[config.mk]
export PLATFORM = sky130hd
export DESIGN_NAME = mem_arbiter
export DESIGN_NICKNAME = d
export VERILOG_FILES = /design/src/rtl/mem_arbiter.sv
export SDC_FILE = /design/constraint.sdc
export NUM_CORES = 1
export LEC_CHECK = 0
export CAP_MARGIN = 20
export CORE_UTILIZATION = 39
export DETAILED_ROUTE_END_ITERATION = 10
export HOLD_SLACK_MARGIN = 0.15
export PLACE_DENSITY = 0.8
export SLEW_MARGIN = 20
export SYNTH_ARGS = -nofsm -noshare
export SYNTH_HDL_FRONTEND = slang
export SYNTH_SLANG_ARGS = --single-unit
[constraint.sdc]
create_clock -name clk -period 2.2 [get_ports clk]
set_clock_uncertainty 0.05 [all_clocks]
set_input_delay 0.44 -clock clk [delete_from_list [all_inputs] [get_ports clk]]
set_output_delay 0.44 -clock clk [all_outputs]
set_load 0.02 [all_outputs]
[src/rtl/mem_arbiter.sv]
`default_nettype none
//------------------------------------------------------------------------------
// Module   : mem_arbiter
// Purpose  : Shares the single-port LC-3 main memory between the CPU memory
//            interface (MAR/MDR path) and the debug/program-loader port.
//            Each granted access holds mem_en_o for WAIT_CYCLES cycles, then
//            returns a one-cycle completion strobe to the winner (cpu_r_o,
//            sampled by the microsequencer as R, or dbg_ack_o).
// Ports    : clk, reset          - clock, synchronous active-high reset
//            cpu_*_i / cpu_*_o   - CPU request, write enable, address, write
//                                  data, read data and ready strobe
//            dbg_*_i / dbg_*_o   - debug request, write enable, address, write
//                                  data, read data and ack strobe
//            dbg_hold_i          - blocks CPU grants while high
//            mem_*_o / mem_*_i   - memory array enable, write enable, address,
//                                  write data and read data
//            busy_o              - high while an access is in flight
// Revision : 1.0 - initial release
//------------------------------------------------------------------------------
module mem_arbiter #(
   parameter int ADDR_W      = 16,
   parameter int DATA_W      = 16,
   parameter int WAIT_CYCLES = 2
) (
   input  logic              clk,
   input  logic              reset,
   input  logic              cpu_req_i,
   input  logic              cpu_we_i,
   input  logic [ADDR_W-1:0] cpu_addr_i,
   input  logic [DATA_W-1:0] cpu_wdata_i,
   output logic [DATA_W-1:0] cpu_rdata_o,
   output logic              cpu_r_o,
   input  logic              dbg_req_i,
   input  logic              dbg_we_i,
   input  logic [ADDR_W-1:0] dbg_addr_i,
   input  logic [DATA_W-1:0] dbg_wdata_i,
   output logic [DATA_W-1:0] dbg_rdata_o,
   output logic              dbg_ack_o,
   input  logic              dbg_hold_i,
   output logic              mem_en_o,
   output logic              mem_we_o,
   output logic [ADDR_W-1:0] mem_addr_o,
   output logic [DATA_W-1:0] mem_wdata_o,
   input  logic [DATA_W-1:0] mem_rdata_i,
   output logic              busy_o
);

   localparam logic [3:0] CNT_LOAD = 4'(WAIT_CYCLES - 1);

   typedef enum logic [1:0] {
      IDLE   = 2'd0,
      ACCESS = 2'd1,
      DONE   = 2'd2
   } state_t;

   state_t              state_q, state_d;
   logic [3:0]          cnt_q, cnt_d;
   logic                gnt_dbg_q, gnt_dbg_d;    // owner of the current access
   logic                last_dbg_q, last_dbg_d;  // round-robin pointer, 1 = DBG
   logic                mem_en_q, mem_en_d;
   logic                mem_we_q, mem_we_d;
   logic [ADDR_W-1:0]   mem_addr_q, mem_addr_d;
   logic [DATA_W-1:0]   mem_wdata_q, mem_wdata_d;
   logic [DATA_W-1:0]   cpu_rdata_q, cpu_rdata_d;
   logic [DATA_W-1:0]   dbg_rdata_q, dbg_rdata_d;
   logic                cpu_r_q, cpu_r_d;
   logic                dbg_ack_q, dbg_ack_d;
   logic                busy_q, busy_d;

   logic                cpu_cand, dbg_cand, pick_dbg;

   // CPU is only eligible while the debugger is not holding it off. On a tie,
   // the requester that did not win last time goes next.
   assign cpu_cand = cpu_req_i & ~dbg_hold_i;
   assign dbg_cand = dbg_req_i;
   assign pick_dbg = (cpu_cand & dbg_cand) ? ~last_dbg_q : dbg_cand;

   always_comb begin
      state_d     = state_q;
      cnt_d       = cnt_q;
      gnt_dbg_d   = gnt_dbg_q;
      last_dbg_d  = last_dbg_q;
      mem_en_d    = mem_en_q;
      mem_we_d    = mem_we_q;
      mem_addr_d  = mem_addr_q;
      mem_wdata_d = mem_wdata_q;
      cpu_rdata_d = cpu_rdata_q;
      dbg_rdata_d = dbg_rdata_q;
      cpu_r_d     = 1'b0;
      dbg_ack_d   = 1'b0;

      case (state_q)
         IDLE: begin
            if (cpu_cand | dbg_cand) begin
               gnt_dbg_d   = pick_dbg;
               last_dbg_d  = pick_dbg;
               mem_addr_d  = pick_dbg ? dbg_addr_i  : cpu_addr_i;
               mem_wdata_d = pick_dbg ? dbg_wdata_i : cpu_wdata_i;
               mem_we_d    = pick_dbg ? dbg_we_i    : cpu_we_i;
               mem_en_d    = 1'b1;
               cnt_d       = CNT_LOAD;
               state_d     = ACCESS;
            end
         end
         ACCESS: begin
            if (cnt_q == 4'd0) begin
               // Last enabled cycle: capture read data for the owner only on
               // reads so a write leaves the previous read value intact.
               if (!mem_we_q) begin
                  if (gnt_dbg_q) begin
                     dbg_rdata_d = mem_rdata_i;
                  end else begin
                     cpu_rdata_d = mem_rdata_i;
                  end
               end
               mem_en_d  = 1'b0;
               mem_we_d  = 1'b0;
               cpu_r_d   = ~gnt_dbg_q;
               dbg_ack_d = gnt_dbg_q;
               state_d   = DONE;
            end else begin
               cnt_d = cnt_q - 4'd1;
            end
         end
         DONE: begin
            state_d = IDLE;
         end
         default: begin
            state_d = IDLE;
         end
      endcase

      busy_d = (state_d != IDLE);
   end

   always_ff @(posedge clk) begin
      if (reset) begin
         state_q     <= IDLE;
         cnt_q       <= 4'd0;
         gnt_dbg_q   <= 1'b0;
         last_dbg_q  <= 1'b1;
         mem_en_q    <= 1'b0;
         mem_we_q    <= 1'b0;
         mem_addr_q  <= '0;
         mem_wdata_q <= '0;
         cpu_rdata_q <= '0;
         dbg_rdata_q <= '0;
         cpu_r_q     <= 1'b0;
         dbg_ack_q   <= 1'b0;
         busy_q      <= 1'b0;
      end else begin
         state_q     <= state_d;
         cnt_q       <= cnt_d;
         gnt_dbg_q   <= gnt_dbg_d;
         last_dbg_q  <= last_dbg_d;
         mem_en_q    <= mem_en_d;
         mem_we_q    <= mem_we_d;
         mem_addr_q  <= mem_addr_d;
         mem_wdata_q <= mem_wdata_d;
         cpu_rdata_q <= cpu_rdata_d;
         dbg_rdata_q <= dbg_rdata_d;
         cpu_r_q     <= cpu_r_d;
         dbg_ack_q   <= dbg_ack_d;
         busy_q      <= busy_d;
      end
   end

   assign cpu_rdata_o = cpu_rdata_q;
   assign cpu_r_o     = cpu_r_q;
   assign dbg_rdata_o = dbg_rdata_q;
   assign dbg_ack_o   = dbg_ack_q;
   assign mem_en_o    = mem_en_q;
   assign mem_we_o    = mem_we_q;
   assign mem_addr_o  = mem_addr_q;
   assign mem_wdata_o = mem_wdata_q;
   assign busy_o      = busy_q;

endmodule
`default_nettype wire

==> summary.txt, run 1 <==
Status
  • Status: completed

Worst setup path
  • Worst r2r path cells: 7
  • Crit path max-delay cell type: or3b_4
  • Worst setup path endpoint: dbg_rdata_o[3]$_SDFFE_PP0P_
  • CP arrival: 2.14 ns
  • Largest stage delay on the critical path: 0.42 ns
  • Setup slack, reg-to-reg: 0.24 ns
  • R2r startpoint: cnt_q[0]$_SDFFE_PP0P_
  • Critical path class: reg -> reg
  • Critical Path End Type: flip-flop
  • Worst Path Required: 2.38 ns
  • Worst Setup SP: cnt_q[0]$_SDFFE_PP0P_
  • Cells along the critical path: inv_1 > ha_1 > or3b_4 > or4_1 > buf_4 > nand2_1 > a21oi_1
  • Reg2reg end: dbg_rdata_o[3]$_SDFFE_PP0P_
  • Crit path launch type: flip-flop
  • Critical-path maximum fanout: 16

Pwr
  • Net Switching: 0.953 mW
  • Leakage: 1.85 nW
  • Sw Ratio: 0.255
  • Pwr per Cell Area: 761 nW/um^2
  • Combinational fraction of design power: 0.223
  • Cell-internal power: 2.78 mW
  • Max IR drop VDD: 426 uV
  • Sequential share of power: 0.420
  • Clock network power share: 0.358

Placement
  • GPL Wtd Cong: 0.766
  • Placed cells: 555
  • DP Wirelength: 5.98 mm
  • PortBufs: 155

Route
  • Routed Antenna Nets: 0
  • DRT iter0 DRCs: 98
  • Final wirelength: 8.13 mm
  • DRC Markers: 0
  • WL/cell: 14.2 um
  • Via count: 2789
  • Vias per cell: 4.88
  • Detailed Routing Iterations Pass 1: 4

Clock tree
  • Post-CTS Setup Repair Bufs: 0
  • Sink Count: 77
  • Max Root-Sink Buffers: 2
  • CTS Hold Buffers Added: 0
  • Htree depth: 3
  • Clock-pin slew on the worst setup and hold paths: 0.08 ns
  • CTS buffer count: 9
  • Clock Latency Late Sink: 0.34 ns
  • Clock root buffer master: clkbuf_8
  • CTS tree: done
  • Post-cts resize count: 0

Logic synthesis
  • Synthesized cell area: 2970 sq um
  • Syn Inst Count: 312
  • Post-synthesis sequential area ratio: 0.519
  • Synth warn: 0
  • Synthesized flop and latch total: 77
  • Synth unique cells: 31
  • Synth Net Count: 401
  • Avg Cell Area, Syn: 9.52 sq um

Timing
  • Worst slew pin tran: 0.527 ns
  • Setup_tns: 0 ns
  • Period Utilization, post-route: 0.891
  • RSZ-0062 raised after global routing: false
  • Slew Limit Fails: 0
  • Final min period: 1.96 ns
  • Final setup fails: 0
  • Max Clk Rate: 0.510 GHz
  • Slew HR: 0.648
  • Final hold vios: 0

Layout
  • Share of cells above drive strength 1: 0.0593
  • Fin cells: 571
  • Layout Nets: 556
  • # diodes: 0
  • Area delta synth->final: 65.3%

Global route
  • Total grt overflow: 0
  • Largest net degree at the start of global routing: 46
  • Initial antenna violation count: 0
  • First-pass GRT wire length: 12.3 mm
  • Vias in the first global route: 2655
  • GRT Total Usage: 0.203

Floorplan
  • Core footprint: 7290 sq um
  • Boundary Pins: 156
  • Width of the die: 89.3 um
  • Initial core utilization: 0.408
  • Die area: 7970 sq um
  • Die H: 89.3 um
  • Row count: 31

Job
  • Max_cap viols: 0

Min path
  • WHS Path Cells: 2
  • Hold WC Path Type: reg -> reg
==> cells in the final DEF (no fill, tap or decap), types with 2 or more instances in the layout <==
master and n:
nor2_1 8, buf_12 2, bufinv_16 3, buf_4 7, xor2_1 2, inv_1 2, or3_1 2, clkdlybuf4s50_1 155
a21oi_1 36, nand2_1 66, nor2b_1 3, and3_1 2, o2bb2ai_1 32, ha_1 2, mux2i_1 32, nor3_1 7
nand3_1 4, clkbuf_8 12, nand2b_1 2, dfxtp_1 77
==> cells by family (layout without fill, tap and decap cells) <==
group,after synthesis,after routing,share of synthesized area
simple gates,102,102,0.155
xor+xnor,2,2,0.00590
compound gates,74,74,0.170
buf+inv,23,183,0.0345
mux,32,32,0.108
fa+ha+maj,2,2,0.00842
flops,77,77,0.519
==> power by group through the flow <==
stage          registers, mW  clock network [mW]  logic [mW]
5_1_grt                 1.58                1.42       0.896
3_5_place_dp            1.60                   0       0.834
4_1_cts                 1.57                1.36       0.839
3_3_place_gp            1.60                   0       0.815
2_1_floorplan           1.71                   0       0.280
6_report                1.57                1.34       0.832
==> area by class of cell <==
cell class              instances  area (sq um)
flip-flops and latches         77          1540
fillers                       624          2380
clock buffers                  13           169
repair buffers                164          1640
multi-input cells             212          1330
clock inverters                 3          90.1
well taps                      99           124
inverters                       3          11.3
==> registers in the layout, indices dropped and copies added (netlist names), 2 cells and up <==
register and count:
cpu_rdata_o 16, dbg_rdata_o 16, mem_addr_o 16, mem_wdata_o 16, cnt_q 4, state_q 2
==> critical path, delay by kind of cell, from the launching register on <==
family,cells,cell delay (ns)
buf+inv,2,0.32
compound gates,1,0.06
flops,1,0.33
fa+ha+maj,1,0.17
simple gates,3,0.93
==> cell usage after synthesis (all sizes together) <==
library cell | n | area, sq um
dfxtp | 77 | 1540
nand2 | 67 | 251
a21oi | 36 | 180
mux2i | 32 | 320
o2bb2ai | 32 | 280
clkbuf | 12 | 45.0
nor2 | 9 | 33.8
buf | 8 | 46.3
nor3 | 7 | 35.0
nand3 | 4 | 20.0
nor2b | 3 | 18.8
and3 | 2 | 12.5
ha | 2 | 25.0
inv | 2 | 7.51
nand2b | 2 | 12.5
o21ai | 2 | 10.0
or3 | 2 | 12.5
xor2 | 2 | 17.5
a21o | 1 | 7.51
a221o | 1 | 10.0
a32oi | 1 | 8.76
and3b | 1 | 8.76
clkinv | 1 | 3.75
nand3b | 1 | 7.51
nor3b | 1 | 7.51
nor4 | 1 | 21.3
o21a | 1 | 7.51
or3b | 1 | 11.3
or4 | 1 | 7.51
==> per-layer routing <==
layer / up-vias / global-route usage / wire (um)
li1: 1405 / - / -
met2: 69 / 0.353 / 4400
met3: 9 / 0.0517 / 356
met4: 0 / 0.0635 / 74
met5: - / 0 / 0
met1: 1306 / 0.246 / 3290
==> per-stage QoR <==
| step | cell area [sq um] | util | total power [mW] | setup WS, ns | hold WS, ns |
|---|---|---|---|---|---|
| floorplan | 2970 | - | 1.99 | 0.309 | 0.391 |
| global placement | 4650 | 0.638 | 2.41 | 0.225 | 0.392 |
| detailed placement | 4650 | 0.638 | 2.43 | 0.151 | 0.396 |
| CTS | 4910 | 0.674 | 3.76 | 0.239 | 0.407 |
| global route | 4910 | 0.674 | 3.90 | 0.158 | 0.427 |
| finish | 4910 | 0.674 | 3.74 | 0.240 | 0.405 |
==> how the worst min path moves through the flow <==
stage / start / endpoint / slack (ns)
3_3_place_gp: dbg_rdata_o[14]$_SDFFE_PP0P_ / dbg_rdata_o[14]$_SDFFE_PP0P_ / 0.39
4_1_cts: dbg_rdata_o[15]$_SDFFE_PP0P_ / dbg_rdata_o[15]$_SDFFE_PP0P_ / 0.41
6_report: dbg_rdata_o[14]$_SDFFE_PP0P_ / dbg_rdata_o[14]$_SDFFE_PP0P_ / 0.41
5_1_grt: cpu_rdata_o[10]$_SDFFE_PP0P_ / cpu_rdata_o[10]$_SDFFE_PP0P_ / 0.43
3_5_place_dp: mem_wdata_o[3]$_SDFFE_PP0P_ / mem_wdata_o[3]$_SDFFE_PP0P_ / 0.40
2_1_floorplan: state_q[1]$_SDFF_PP0_ / busy_o$_SDFF_PP0_ / 0.39
Power figures use the tool's default switching activity.
==> inputs of run 2 (changes only) <==
CORE_ASPECT_RATIO = 0.7   (was default)
==> summary.txt, run 2 (synthesized netlist as in run 1, its figures left out) <==
Status
  • Status: completed

Clock tree
  • Htree depth: 3
  • Post-cts resize count: 0
  • CTS tree: done
  • Clock-pin slew on the worst setup and hold paths: 0.09 ns
  • Max Root-Sink Buffers: 2
  • Clock root buffer master: clkbuf_8
  • CTS Hold Buffers Added: 0
  • Clock Latency Late Sink: 0.35 ns
  • Post-CTS Setup Repair Bufs: 0
  • CTS buffer count: 9
  • Sink Count: 77

Global route
  • Initial antenna violation count: 0
  • GRT Total Usage: 0.200
  • Largest net degree at the start of global routing: 33
  • First-pass GRT wire length: 12.4 mm
  • Vias in the first global route: 2632
  • Total grt overflow: 0

Timing
  • Slew HR: 0.667
  • RSZ-0062 raised after global routing: false
  • Final hold vios: 0
  • Post-route setup slack: 0.220 ns
  • Max Clk Rate: 0.505 GHz
  • Final setup fails: 0
  • Worst slew pin tran: 0.498 ns
  • Final min period: 1.98 ns
  • Worst hold margin: 0.398 ns
  • Setup_tns: 0 ns
  • Period Utilization, post-route: 0.900
  • Slew Limit Fails: 0

Floorplan
  • Die area: 7980 sq um
  • Initial core utilization: 0.406
  • Row count: 26
  • Boundary Pins: 156
  • Die H: 75.0 um
  • Core footprint: 7320 sq um
  • Width of the die: 106 um

Route
  • Detailed Routing Iterations Pass 1: 4
  • Routed Antenna Nets: 0
  • Vias per cell: 4.98
  • Via count: 2844
  • DRT iter0 DRCs: 103
  • Final wirelength: 8.18 mm
  • DRC Markers: 0
  • WL/cell: 14.3 um

Worst setup path
  • Critical path class: reg -> reg
  • Crit path launch type: flip-flop
  • Worst Path Required: 2.37 ns
  • Critical-path maximum fanout: 16
  • Reg2reg end: dbg_rdata_o[10]$_SDFFE_PP0P_
  • CP arrival: 2.15 ns
  • Worst r2r path cells: 7
  • Critical Path End Type: flip-flop
  • Setup slack, reg-to-reg: 0.22 ns
  • R2r startpoint: cnt_q[0]$_SDFFE_PP0P_

Layout
  • # diodes: 0
  • Share of cells above drive strength 1: 0.0655
  • Area delta synth->final: 64.1%
  • Layout Nets: 557
  • Finished Cell Area: 4880 sq um
  • Most common cell after layout, fill and taps aside: clkdlybuf4s50_1
  • Fin cells: 571
  • Most frequent cells in the layout: clkdlybuf4s50_1 (154), dfxtp_1 (77), nand2_1 (66)
  • Final Util: 0.666

Placement
  • Pre-CTS setup slack: 0.156 ns
  • GPL Wtd Cong: 0.787
  • DP Wirelength: 6.01 mm
  • PortBufs: 155
  • Placed cells: 555
  • Post-placement cell area: 4650 sq um

Pwr
  • Leakage: 1.83 nW
  • Pwr per Cell Area: 734 nW/um^2
  • Power Total: 3.58 mW
  • Max IR drop VDD: 398 uV

Job
  • Max_cap viols: 0

Min path
  • Hold path endpoint: gnt_dbg_q$_SDFFE_PP0P_
  • Hold path start: reset
  • WHS Path Cells: 2
  • Hold WC Path Type: in -> reg
## run 2: cell types whose count changed in the layout (fill, tap and decap cells not counted), sizes merged
cell / change
inv: +1
clkdlybuf4s50: -1
clkbuf: -4
clkinvlp: +1
buf: +2
clkinv: +3
bufinv: -1
## run 2: worst max path at each step
| stage | start | end | slack [ns] | cells past startpoint |
|---|---|---|---|---|
| floorplan | cnt_q[0]$_SDFFE_PP0P_ | dbg_rdata_o[10]$_SDFFE_PP0P_ | 0.31 | 8 |
| global placement | dbg_req_i | mem_addr_o[8]$_SDFFE_PP0P_ | 0.27 | 5 |
| detailed placement | cpu_req_i | mem_wdata_o[0]$_SDFFE_PP0P_ | 0.16 | 6 |
| CTS | mem_we_o$_SDFFE_PP0P_ | mem_we_o | 0.22 | 1 |
| global route | cnt_q[0]$_SDFFE_PP0P_ | dbg_rdata_o[7]$_SDFFE_PP0P_ | 0.11 | 7 |
| finish | cnt_q[0]$_SDFFE_PP0P_ | dbg_rdata_o[10]$_SDFFE_PP0P_ | 0.22 | 7 |
## run 2: area by class of cell
cell class / count / area (sq um)
Sequential cell: 77 / 1540
Tap cell: 98 / 123
Inverter: 3 / 11.3
Fill cell: 614 / 2440
Multi-Input combinational cell: 212 / 1330
Clock buffer: 9 / 124
Clock inverter: 7 / 98.8
Timing Repair Buffer: 165 / 1650
## run 2: routing by layer
layer | track usage | wire, um
met1 | 0.254 | 3700
met2 | 0.332 | 3910
met3 | 0.0693 | 537
met4 | 0.0509 | 31
met5 | 0 | 0
## run 2: worst max-delay path: stages, from the launching register on
cell and delay [ns]:
dfxtp_1 0.33, inv_1 0.10, ha_1 0.18, or3b_4 0.42
or4_1 0.41, buf_4 0.21, nand2_1 0.08, a21oi_1 0.07
## run 2: power by group
part           total [mW]  switching (mW)  internal (mW)
clock                1.17           0.523          0.644
combinational       0.840           0.403          0.437
sequential           1.57          0.0661           1.50
==> inputs of run 3 (changes only) <==
TNS_END_PERCENT = 1   (was default)
==> results of run 3 <==
The final DEF is identical to that of run 2; final timing and power are the same.
